## src/rtl/dht_sched_pkg.sv

```systemverilog
// Shared types for the DHT11 read scheduler: FSM state encoding and
// transaction source encodings reported on last_src.
package dht_sched_pkg;

    typedef enum logic [1:0] {
        IDLE    = 2'd0,
        FIRE    = 2'd1,
        WAIT    = 2'd2,
        HOLDOFF = 2'd3
    } state_t;

    localparam logic SRC_AUTO = 1'b0;
    localparam logic SRC_CMD  = 1'b1;

endpackage

```

## src/rtl/ms_tick_gen.sv

```systemverilog
// Free-running divider producing a one-cycle pulse every CLK_HZ/1000 cycles.
module ms_tick_gen #(
    parameter int CLK_HZ = 100_000_000
) (
    input  logic clk,
    input  logic reset_n,
    output logic tick
);

    localparam int DIV = (CLK_HZ / 1000 < 1) ? 1 : CLK_HZ / 1000;
    localparam int CW  = (DIV > 1) ? $clog2(DIV) : 1;

    logic [CW-1:0] cnt;

    always_ff @(posedge clk or negedge reset_n) begin
        if (!reset_n) begin
            cnt <= '0;
        end else if (cnt == CW'(DIV - 1)) begin
            cnt <= '0;
        end else begin
            cnt <= cnt + CW'(1);
        end
    end

    assign tick = (cnt == CW'(DIV - 1));

endmodule

```

## src/rtl/dht_read_scheduler.sv

```systemverilog
// Merges auto/command read requests into spaced dht11 start pulses with timeout.
// Define DHT_SCHED_RETRY_EN to build the retry path and HOLDOFF state.
module dht_read_scheduler
    import dht_sched_pkg::*;
#(
    parameter int CLK_HZ     = 100_000_000,
    parameter int PERIOD_MS  = 5000,
    parameter int MIN_GAP_MS = 2000,
    parameter int TIMEOUT_MS = 50,
    parameter int MAX_RETRY  = 2
) (
    input  logic       clk,
    input  logic       reset_n,
    input  logic       auto_en,
    input  logic       cmd_req,
    input  logic       sensor_valid,
    output logic       sensor_start,
    output logic       busy,
    output logic       read_done,
    output logic       err,
    output logic       last_src,
    output logic [1:0] retry_cnt,
    output logic [1:0] dbg_state
);

    localparam int PW = $clog2(PERIOD_MS + 1);
    localparam int GW = $clog2(MIN_GAP_MS + 1);
    localparam int TW = $clog2(TIMEOUT_MS + 1);

    state_t        state;
    state_t        state_next;
    logic          ms_tick;
    logic [PW-1:0] period_cnt;
    logic [GW-1:0] gap_cnt;
    logic          gap_skip;
    logic [TW-1:0] tmo_cnt;
    logic          pend_auto;
    logic          pend_cmd;
    logic          period_wrap;
    logic          req_auto;
    logic          req_cmd;
    logic          gap_full;
    logic          tmo_hit;
    logic          launch;
    logic          done_set;
    logic          err_set;

    ms_tick_gen #(.CLK_HZ(CLK_HZ)) u_tick (
        .clk     (clk),
        .reset_n (reset_n),
        .tick    (ms_tick)
    );

    // Requests arriving this cycle are honoured immediately so an idle, rested
    // sensor sees its start pulse one cycle after the request.
    assign period_wrap = auto_en && ms_tick && (period_cnt == PW'(PERIOD_MS - 1));
    assign req_auto    = pend_auto || period_wrap;
    assign req_cmd     = pend_cmd || cmd_req;
    assign gap_full    = (gap_cnt == GW'(MIN_GAP_MS));
    assign tmo_hit     = (tmo_cnt == TW'(TIMEOUT_MS));
    assign dbg_state   = state;

`ifdef DHT_SCHED_RETRY_EN
    logic       retry_inc;
    logic [1:0] retry_q;

    always_ff @(posedge clk or negedge reset_n) begin
        if (!reset_n) begin
            retry_q <= 2'd0;
        end else if (launch) begin
            retry_q <= 2'd0;
        end else if (retry_inc) begin
            retry_q <= retry_q + 2'd1;
        end
    end

    assign retry_cnt = retry_q;
`else
    // No retry path: the count is a constant zero whatever MAX_RETRY says.
    assign retry_cnt = 2'(0 * MAX_RETRY);
`endif

    always_comb begin
        state_next = state;
        launch     = 1'b0;
        done_set   = 1'b0;
        err_set    = 1'b0;
`ifdef DHT_SCHED_RETRY_EN
        retry_inc  = 1'b0;
`endif
        case (state)
            IDLE: begin
                if ((req_cmd || req_auto) && gap_full) begin
                    launch     = 1'b1;
                    state_next = FIRE;
                end
            end
            FIRE: state_next = WAIT;
            WAIT: begin
                if (sensor_valid) begin
                    done_set   = 1'b1;
                    state_next = IDLE;
                end else if (tmo_hit) begin
`ifdef DHT_SCHED_RETRY_EN
                    if (retry_q < 2'(MAX_RETRY)) begin
                        retry_inc  = 1'b1;
                        state_next = HOLDOFF;
                    end else begin
                        err_set    = 1'b1;
                        state_next = IDLE;
                    end
`else
                    err_set    = 1'b1;
                    state_next = IDLE;
`endif
                end
            end
`ifdef DHT_SCHED_RETRY_EN
            HOLDOFF: begin
                if (gap_full) state_next = FIRE;
            end
`endif
            default: state_next = IDLE;
        endcase
    end

    always_ff @(posedge clk or negedge reset_n) begin
        if (!reset_n) begin
            state        <= IDLE;
            period_cnt   <= '0;
            pend_auto    <= 1'b0;
            pend_cmd     <= 1'b0;
            gap_cnt      <= '0;
            gap_skip     <= 1'b0;
            tmo_cnt      <= '0;
            sensor_start <= 1'b0;
            busy         <= 1'b0;
            read_done    <= 1'b0;
            err          <= 1'b0;
            last_src     <= SRC_AUTO;
        end else begin
            state <= state_next;

            if (!auto_en || period_wrap) begin
                period_cnt <= '0;
            end else if (ms_tick) begin
                period_cnt <= period_cnt + PW'(1);
            end

            if (launch) pend_auto <= 1'b0;
            else if (period_wrap) pend_auto <= 1'b1;
            if (launch) pend_cmd <= 1'b0;
            else if (cmd_req) pend_cmd <= 1'b1;

            // The first tick after a start is a partial ms and is not counted,
            // so consecutive starts are never closer than MIN_GAP_MS.
            if (state == FIRE) begin
                gap_cnt  <= '0;
                gap_skip <= 1'b1;
            end else if (ms_tick) begin
                if (gap_skip) gap_skip <= 1'b0;
                else if (!gap_full) gap_cnt <= gap_cnt + GW'(1);
            end

            if (state == FIRE) begin
                tmo_cnt <= '0;
            end else if (state == WAIT && ms_tick && !tmo_hit) begin
                tmo_cnt <= tmo_cnt + TW'(1);
            end

            sensor_start <= (state_next == FIRE);
            busy         <= (state_next != IDLE);
            read_done    <= done_set;
            if (done_set) err <= 1'b0;
            else if (err_set) err <= 1'b1;
            if (launch) last_src <= req_cmd ? SRC_CMD : SRC_AUTO;
        end
    end

endmodule
```

## config.mk

```make
export PLATFORM = sky130hd
export DESIGN_NAME = dht_read_scheduler
export DESIGN_NICKNAME = d
export VERILOG_FILES = /design/src/rtl/dht_sched_pkg.sv /design/src/rtl/ms_tick_gen.sv /design/src/rtl/dht_read_scheduler.sv
export SDC_FILE = /design/constraint.sdc
export NUM_CORES = 1
export LEC_CHECK = 0
export ABC_CLOCK_PERIOD_IN_PS = 2000
export CAP_MARGIN = 0
export CORE_UTILIZATION = 25
export CTS_CLUSTER_SIZE = 20
export DETAILED_ROUTE_END_ITERATION = 12
export SYNTH_ARGS = -nofsm -noshare
export SYNTH_HDL_FRONTEND = slang
export SYNTH_SLANG_ARGS = --single-unit
```

## constraint.sdc

```tcl
create_clock -name clk -period 2 [get_ports clk]
set_clock_uncertainty 0.05 [all_clocks]
set_input_delay 0.3 -clock clk [delete_from_list [all_inputs] [get_ports clk]]
set_output_delay 0.3 -clock clk [all_outputs]
set_load 0.01 [all_outputs]
```

==> out/qor.yml, run 1 <==
initial_utilization_pct: 26.0
grt_usage_pct: 11.8
netlist_top_cells_count: "57 x dfrtp_1, 30 x nand2_1, 20 x a21oi_1"
worstSkewPairLatency_ns: 0.32
status: "finished clean"
finalHoldViolations: 0
hpwl_um: 4970
crit_path_cell_trace: "clkdlybuf4s50_1"
fillCellCount: 1289
start_kind: "flop"
synthCells: 324
grt_pass1_wl_um: 12300
worstSetupPathType: "reg -> out"
io_pins: 14
layout.nets: 373
die_w_um: 115
wl_per_cell_um: 13.3
ir_drop_v: 0.000352
synth_seq_area_share_pct: 44.9
cts_buffers: 9
ant_nets: 0
critPathMaxStageDelay_ns: 0.62
synth.avg_cell_area_um2: 9.80
grt_overflow: 0
fin_crit_sh_pct: 95.4
die_y_um: 115
critical_path_buf_inv_count: 1
slew_viol_final: 0
leakage_nw: 1.66
critPathArrivalTime_ns: 1.56
r2r_slack_ns: 0.10
netlist_top_cells_area: "dfrtp_1 45%, nand2_1 3.5%, a21oi_1 3.2%, nand4_1 3.0%, nand3_1 2.5%"
drive_gt1_share_pct: 18.5
core_area_um2: 12200
power.share.switching_pct: 21.2
io_buffers: 11
netlist_area_um2: 3180
place.gp.congestion: 0.837
yosysWarnings: 0
worstRegToRegCells: 6
die_area_um2: 13200
timing.rr.start: "u_tick.cnt[1]$_DFF_PN0_"
maxCapViolCount: 0
ys_ff_latch: 57
p_per_area_nw_per_um2: 719
grt_max_degree: 40
finalCriticalPeriod_ns: 1.91
min_path_type: "in -> async"
pwr-share-clk_pct: 58.0
critPathSlowestCell: "clkdlybuf4s50_1"
clk_pin_slew_ns: 0.06
r2r-end: "gap_cnt[7]$_DFFE_PN0P_"
wl_um: 7110
power_mw: 2.89
first_pass_iters: 4
critPathCaptureType: "output port"
h-tree-depth: 3
clock-sinks: 57
synthArstFlopShare_pct: 100
yosysUniqueCellTypes: 62
yosys_most_used_dff: "dfrtp_1"
antenna_found_initial: 0
dr.first_iter.drc_count: 151
synth_top_area_share_pct: 44.9
synth-edff-count: 0
max_freq_mhz: 524
area_delta_synth_final_pct: 26.4
pwr-share-seq_pct: 40.1
finalSetupViolations: 0
critPathTopFamily: "buffers and inverters"
cts_tree: "yes"
root_buffer: "clkbuf_16"
rows: 40
synth_most_common_cell: "dfrtp_1"
via_per_inst: 4.95
via_count: 2647
power.net_switching_mw: 0.610
p_int_mw: 2.28
post-route-util_pct: 32.9
p_comb_share_pct: 1.9
grt_pass1_vias: 2639
antenna_cells_inserted: 0
synth_top_cell_by_area: "dfrtp_1"
cp.required_ns: 1.65
drc: 0
worst-path-max-fanout: 14
clock_path_buffers: 2
## timing repair
action / 4_1_cts / 5_1_grt
hold buffers: 1 / 0
setup buffers: 0 / 1
pin swaps: 0 / 2
endpoints found under the hold margin: 18 / 0
setup endpoints to repair: 1 / 16
gates resized for setup: 1 / 6
## power by group through the flow
| stage | clock network [mW] | logic, mW | registers [mW] |
|---|---|---|---|
| floorplan | 0 | 0.0126 | 1.18 |
| global placement | 0 | 0.0555 | 1.18 |
| detailed placement | 0 | 0.0563 | 1.18 |
| CTS | 1.71 | 0.0581 | 1.16 |
| global route | 1.76 | 0.0641 | 1.16 |
| finish | 1.67 | 0.0556 | 1.16 |
## worst max-delay path by stage
stage	cells past startpoint	slack [ns]	endpoint	from
after detailed placement	6	0.02	last_src$_DFFE_PN0P_	auto_en
final	1	0.09	dbg_state[0]	dbg_state[0]$_DFF_PN0_
after floorplan	7	0.12	gap_cnt[4]$_DFFE_PN0P_	u_tick.cnt[0]$_DFF_PN0_
after global placement	6	0.03	last_src$_DFFE_PN0P_	auto_en
after CTS	5	0.04	period_cnt[10]$_DFFE_PN0P_	u_tick.cnt[8]$_DFF_PN0_
after global routing	6	-0.005	gap_cnt[4]$_DFFE_PN0P_	u_tick.cnt[1]$_DFF_PN0_
## cells by family (layout without fill, tap and decap cells)
| logic type | Yosys count | count (layout) | share of synthesized area [%] |
|---|---|---|---|
| fa+ha+maj | 6 | 6 | 2.36 |
| flops | 57 | 57 | 44.9 |
| mux | 5 | 5 | 1.62 |
| simple gates | 150 | 150 | 29.6 |
| compound gates | 64 | 64 | 13.4 |
| other cells | 1 | 2 | 0.118 |
| xor+xnor | 13 | 13 | 3.59 |
| buf+inv | 28 | 70 | 4.37 |
## per-stage QoR
stage	instance area, um2	setup TNS [ns]	hold WS (ns)	setup WS [ns]	std cells
after floorplan	3180	0	-0.0456	0.118	325
after global placement	3650	0	0.227	0.0303	517
after detailed placement	3650	0	0.235	0.0243	517
after CTS	3990	0	0.430	0.0446	534
after global routing	4010	-0.00508	0.456	-0.00508	535
final	4010	0	0.416	0.0924	535
## routing by layer
layer  wire [um]  vias to the layer above  GRT usage [%]
met5           0                        -              0
met4          53                        0           4.42
met3         246                        5           3.18
met2        3310                       53           18.5
met1        3500                     1308           15.5
li1            -                     1281              -
## flip-flops by register name, indices dropped and copies added (netlist names)
| name | cells |
|---|---|
| gap_cnt | 11 |
| period_cnt | 13 |
| read_done | 1 |
| gap_skip | 1 |
| sensor_start | 1 |
| busy | 1 |
| tmo_cnt | 6 |
| last_src | 1 |
| pend_auto | 1 |
| dbg_state | 2 |
| u_tick.cnt | 17 |
| pend_cmd | 1 |
| err | 1 |
## placed cells by master (no fill, tap or decap), types with 3 or more instances in the layout
cell and n:
a211oi_1 3, a21o_1 3, a21oi_1 18, a32o_1 4
and2_1 6, and3_1 4, and4_1 8, and4bb_2 3
buf_4 29, clkbuf_16 9, clkdlybuf4s50_1 10, dfrtp_1 56
ha_1 5, inv_1 10, mux2i_1 4, nand2_1 30
nand2b_1 8, nand3_1 16, nand4_1 15, nand4b_1 3
nor2_1 18, nor3_1 3, nor4_1 3, o21ai_0 9
o22ai_1 3, o31ai_1 7, o32ai_1 3, or3_1 5
or4_1 6, xnor2_1 5, xor2_1 8
## cell type report
class	count	area (um2)	share of cell area (%)
timing repair buffer	43	373	9.29
clock inverter	7	101	2.52
clock buffer	9	225	5.61
inverter	11	41.3	1.03
tap	168	210	5.24
multi-input combinational	240	1640	40.7
sequential	57	1430	35.6
(Power assumes the default switching activity.)
==> inputs of run 2 (changes only) <==
Settings changed: CORE_MARGIN set to 2.
==> out/qor.yml, run 2 (synthesis results as in run 1) <==
rsz0062_at_grt: "no"
io_buffers: 11  # unchanged
antenna_found_initial: 0  # unchanged
start_kind: "flop"  # unchanged
rows: 41  # was 40
dr.first_iter.drc_count: 181  # was 151
grt_pass1_vias: 2589  # was 2639
ir_drop_v: 0.000323  # was 0.000352 V
wl_per_cell_um: 13.3  # about the same
max_freq_mhz: 525  # was 524 MHz
instances_no_fill: 535  # unchanged
crit_path_cell_trace: "buf_4, clkdlybuf4s50_1"  # was clkdlybuf4s50_1
leakage_nw: 1.62  # was 1.66 nW
initial_utilization_pct: 25.4  # was 26.0%
slew_viol_final: 0  # unchanged
critPathMaxStageDelay_ns: 0.54  # was 0.62 ns
grt_pass1_wl_um: 12200  # was 12300 um
critical_path_buf_inv_count: 2  # was 1
first_pass_iters: 4  # unchanged
cts_buffers: 9  # unchanged
max-slew-margin-rel_pct: 63.2
fillCellCount: 1323  # was 1289
hpwl_um: 4970  # about the same
worstRegToRegCells: 5  # was 6
finalCriticalPeriod_ns: 1.90  # was 1.91 ns
post-route-util_pct: 31.5  # was 32.9%
post_cts_buffers: 0  # unchanged
die_y_um: 117  # was 115 um
grt_usage_pct: 11.5  # was 11.8%
place.gp.congestion: 0.784  # was 0.837
status: "finished clean"  # unchanged
area_delta_synth_final_pct: 24.3  # was 26.4%
critPathTopFamily: "buffers and inverters"  # unchanged
critPathCaptureType: "output port"  # unchanged
hold_path_end: "err$_DFFE_PN0P_"
cts_tree: "yes"  # unchanged
grt_max_degree: 58  # was 40
p_per_area_nw_per_um2: 670  # was 719 nW/um2
clk_pin_slew_ns: 0.05  # was 0.06 ns
worstSetupPathType: "reg -> out"  # unchanged
worstSkewPairLatency_ns: 0.33  # was 0.32 ns
worst-path-max-fanout: 8  # was 14
die_w_um: 117  # was 115 um
grt_overflow: 0  # unchanged
root_buffer: "clkbuf_16"  # unchanged
whs_ns: 0.450  # was 0.416 ns
finalSetupViolations: 0  # unchanged
critPathSlowestCell: "clkdlybuf4s50_1"  # unchanged
core_area_um2: 12500  # was 12200 um2
layout.nets: 369  # was 373
tightestPinTransition_ns: 0.544
cp.required_ns: 1.65  # about the same
min_path_type: "reg -> reg"  # was in -> async
timing.rr.start: "u_tick.cnt[14]$_DFF_PN0_"  # was u_tick.cnt[1]$_DFF_PN0_
via_per_inst: 4.93  # was 4.95
dp.cells: 518  # was 517
h-tree-depth: 3  # unchanged
fin_crit_sh_pct: 95.2  # was 95.4%
clock-sinks: 57  # unchanged
antenna_cells_inserted: 0  # unchanged
setup_tns_ns: 0  # unchanged
reg.largest.list: "u_tick.cnt: 17 flops, period_cnt: 13 flops, gap_cnt: 11 flops"  # unchanged
finalHoldViolations: 0  # unchanged
largest_reg_flops: 17  # unchanged
io_pins: 14  # unchanged
drive_gt1_share_pct: 17.9  # was 18.5%
drc: 0  # unchanged
r2r-end: "gap_cnt[9]$_DFFE_PN0P_"  # was gap_cnt[7]$_DFFE_PN0P_
final_cell_mix: "55 x dfrtp_1, 30 x nand2_1, 25 x buf_4, 18 x a21oi_1, 18 x nor2_1"  # was 56 x dfrtp_1, 30 x nand2_1, 29 x buf_4, 18 x a21oi_1, 18 x nor2_1
top_register: "u_tick.cnt"  # unchanged
wl_um: 7110  # about the same
via_count: 2635  # was 2647
ant_nets: 0  # unchanged
die_area_um2: 13600  # was 13200 um2
r2r_slack_ns: 0.11  # was 0.10 ns
worstHoldPathCells: 2
clock_path_buffers: 2  # unchanged
maxCapViolCount: 0  # unchanged
mostFrequentLayoutCell: "dfrtp_1"  # unchanged
worstHoldStart: "err$_DFFE_PN0P_"
critPathArrivalTime_ns: 1.55  # was 1.56 ns
[run 2: cell count changes in the layout (fill, tap and decap cells not counted), sizes merged]
cell / previous run / this run
clkbuf: 9 / 10
bufinv: 2 / 0
buf: 32 / 28
clkinv: 2 / 4
inv: 12 / 11
[run 2: worst max path at each step]
stage	start	slack, ns	depth (start not counted)	to
2_1_floorplan	u_tick.cnt[0]$_DFF_PN0_	0.12	7	gap_cnt[4]$_DFFE_PN0P_
3_3_place_gp	auto_en	0.04	7	period_cnt[11]$_DFFE_PN0P_
3_5_place_dp	auto_en	0.02	6	busy$_DFF_PN0_
4_1_cts	u_tick.cnt[1]$_DFF_PN0_	0.03	6	gap_cnt[9]$_DFFE_PN0P_
5_1_grt	u_tick.cnt[1]$_DFF_PN0_	0.002	6	gap_cnt[9]$_DFFE_PN0P_
6_report	dbg_state[1]$_DFF_PN0_	0.1	2	dbg_state[1]
[run 2: where the power goes]
group | internal, mW | switching, mW | total [mW]
Clock | 0.872 | 0.561 | 1.43
Sequential | 1.16 | 0.00104 | 1.16
Combinational | 0.0196 | 0.0356 | 0.0552
Total | 2.05 | 0.598 | 2.65
[run 2: layout make-up]
class | instances | area (um2) | share of cell area, %
clock buffer | 10 | 239 | 6.05
clock inverter | 6 | 42.5 | 1.08
inverter | 11 | 41.3 | 1.05
multi-input combinational | 240 | 1640 | 41.5
sequential | 57 | 1430 | 36.2
tap | 172 | 215 | 5.45
timing repair buffer | 39 | 343 | 8.68
[run 2: worst min-delay path, stage by stage (launching register included)]
cell     delay [ns]
dfrtp_1        0.34
a21oi_1        0.05
nor2_1         0.07
[run 2: stage by stage]
stage          total power, mW  setup WS [ns]  area (um2)
3_5_place_dp              1.23         0.0242        3630
5_1_grt                   2.75        0.00223        3950
2_1_floorplan             1.19          0.118        3180
6_report                  2.65         0.0967        3950
4_1_cts                   2.68         0.0298        3920
3_3_place_gp              1.23         0.0362        3630
[run 2: routing by layer]
| layer | vias to the layer above | global-route usage (%) | wire length [um] |
|---|---|---|---|
| li1 | 1278 | - | - |
| met1 | 1282 | 15.1 | 3350 |
| met2 | 59 | 17.2 | 3210 |
| met3 | 16 | 3.27 | 379 |
| met4 | 0 | 5.65 | 163 |
| met5 | - | 0 | 0 |
[run 2: what timing repair did]
item	in CTS	in global routing
endpoints found under the setup margin	0	21
hold endpoints to repair	57	0
hold buffers	1	0
resized for setup	0	8
==> inputs of run 3 (changes only) <==
Settings changed: CORE_UTILIZATION 25 to 30.
==> out/qor.yml, run 3 (synthesis results as in run 1) <==
timing.rr.start: "u_tick.cnt[6]$_DFF_PN0_"  # was u_tick.cnt[14]$_DFF_PN0_
critPathSlowestCell: "clkdlybuf4s50_1"  # unchanged
h-tree-depth: 3  # unchanged
whs_ns: 0.430  # was 0.450 ns
via_count: 2637  # was 2635
cp-startpoint: "dbg_state[0]$_DFF_PN0_"  # was dbg_state[1]$_DFF_PN0_
die_y_um: 107  # was 117 um
min_path_type: "in -> async"  # was reg -> reg
critical_path_buf_inv_count: 1  # was 2
final-seq-area_um2: 1430  # about the same
instances_no_fill: 499  # was 535
clock_path_buffers: 2  # unchanged
dr.first_iter.drc_count: 149  # was 181
ir_drop_v: 0.000283  # was 0.000323 V
initial_utilization_pct: 30.8  # was 25.4%
grt_overflow: 0  # unchanged
wl_um: 6980  # was 7110 um
p_per_area_nw_per_um2: 635  # was 670 nW/um2
maxCapViolCount: 0  # unchanged
root_buffer: "clkbuf_8"  # was clkbuf_16
ant_nets: 0  # unchanged
slew_viol_final: 0  # unchanged
layout.nets: 369  # unchanged
first_pass_iters: 4  # unchanged
rsz0062_at_grt: "no"  # unchanged
cp.required_ns: 1.65  # about the same
max_freq_mhz: 520  # was 525 MHz
top_register: "u_tick.cnt"  # unchanged
die_area_um2: 11400  # was 13600 um2
post_cts_buffers: 0  # unchanged
mostFrequentLayoutCell: "dfrtp_1"  # unchanged
finalSetupViolations: 0  # unchanged
finalHoldViolations: 0  # unchanged
place.gp.congestion: 0.843  # was 0.784
status: "finished clean"  # unchanged
fillCellCount: 1023  # was 1323
clock-sinks: 57  # unchanged
grt_pass1_vias: 2507  # was 2589
wl_per_cell_um: 14.0  # was 13.3 um
io_buffers: 11  # unchanged
critPathMaxStageDelay_ns: 0.62  # was 0.54 ns
post-route-util_pct: 37.2  # was 31.5%
leakage_nw: 1.60  # was 1.62 nW
die_w_um: 107  # was 117 um
via_per_inst: 5.28  # was 4.93
crit_path_cell_trace: "clkdlybuf4s50_1"  # was buf_4, clkdlybuf4s50_1
setup_tns_ns: 0  # unchanged
drive_gt1_share_pct: 17.9  # unchanged
critPathTopFamily: "buffers and inverters"  # unchanged
cts_tree: "yes"  # unchanged
grt_max_degree: 58  # unchanged
multi_input_area_um2: 1630  # was 1640 um2
clk_pin_slew_ns: 0.08  # was 0.05 ns
final_cell_mix: "56 x dfrtp_1, 30 x nand2_1, 25 x buf_4, 19 x a21oi_1, 18 x nor2_1"  # was 55 x dfrtp_1, 30 x nand2_1, 25 x buf_4, 18 x a21oi_1, 18 x nor2_1
largest_reg_flops: 17  # unchanged
hpwl_um: 4840  # was 4970 um
antenna_found_initial: 0  # unchanged
power_mw: 2.44  # was 2.65 mW
drc: 0  # unchanged
core_area_um2: 10300  # was 12500 um2
io_pins: 14  # unchanged
fin_crit_sh_pct: 96.2  # was 95.2%
start_kind: "flop"  # unchanged
area_delta_synth_final_pct: 21.0  # was 24.3%
critPathCaptureType: "output port"  # unchanged
grt_usage_pct: 13.2  # was 11.5%
worstSkewPairLatency_ns: 0.35  # was 0.33 ns
critPathArrivalTime_ns: 1.57  # was 1.55 ns
grt_pass1_wl_um: 12100  # was 12200 um
worstSetupPathType: "reg -> out"  # unchanged
reg.largest.list: "u_tick.cnt: 17 flops, period_cnt: 13 flops, gap_cnt: 11 flops"  # unchanged
finalCriticalPeriod_ns: 1.92  # was 1.90 ns
cts_buffers: 9  # unchanged
antenna_cells_inserted: 0  # unchanged
dp.cells: 482  # was 518
worst-path-max-fanout: 14  # was 8
rows: 37  # was 41
-- run 3: cell types whose count changed in the layout (fill, tap and decap cells not counted), sizes merged --
cell / delta
inv: +1
clkinv: -1
clkinvlp: -1
bufinv: +2
clkbuf: -1
-- run 3: metrics by stage --
step	worst slack, ns	cell area, um2
global route	0.000882	3840
detailed placement	0.00999	3580
CTS	0.0198	3820
global placement	0.0453	3580
floorplan	0.118	3180
finish	0.0755	3840
-- run 3: layout make-up --
cell class	count	area share, %
Tap cell	136	4.43
Clock inverter	7	2.67
Timing Repair Buffer	39	8.92
Inverter	11	1.07
Sequential cell	57	37.2
Clock buffer	9	3.22
Multi-Input combinational cell	240	42.5
-- run 3: what timing repair did --
| action | in CTS | in global routing |
|---|---|---|
| endpoints found under the hold margin | 57 | 0 |
| endpoints found under the setup margin | 0 | 30 |
| resized for setup | 0 | 7 |
| hold buffers | 1 | 0 |
-- run 3: final timing paths --
kind / cells after the start / endpoint / slack (ns)
max reg2reg: 5 / gap_cnt[7]$_DFFE_PN0P_ / 0.12
min: 3 / gap_cnt[1]$_DFFE_PN0P_ / 0.43
max in group asynchronous: 3 / u_tick.cnt[8]$_DFF_PN0_ / 1.18
min reg2reg: 2 / err$_DFFE_PN0P_ / 0.45
max: 1 / dbg_state[0] / 0.08
min in group clk: 2 / err$_DFFE_PN0P_ / 0.45
-- run 3: power breakdown --
part	switching (mW)	internal [mW]	leakage, nW
logic	0.0356	0.0196	0.723
clock network	0.518	0.713	0.110
registers	0.000989	1.15	0.767
-- run 3: layer usage --
| layer | wire (um) | global-route usage [%] | vias to the layer above | part of all wire [%] |
|---|---|---|---|---|
| met1 | 3440 | 18.2 | 1292 | 49 |
| li1 | - | - | 1278 | - |
| met4 | 118 | 5.38 | 0 | 1.7 |
| met2 | 3140 | 19.8 | 56 | 45 |
| met5 | 0 | 0 | - | 0 |
| met3 | 277 | 3.16 | 11 | 4.0 |
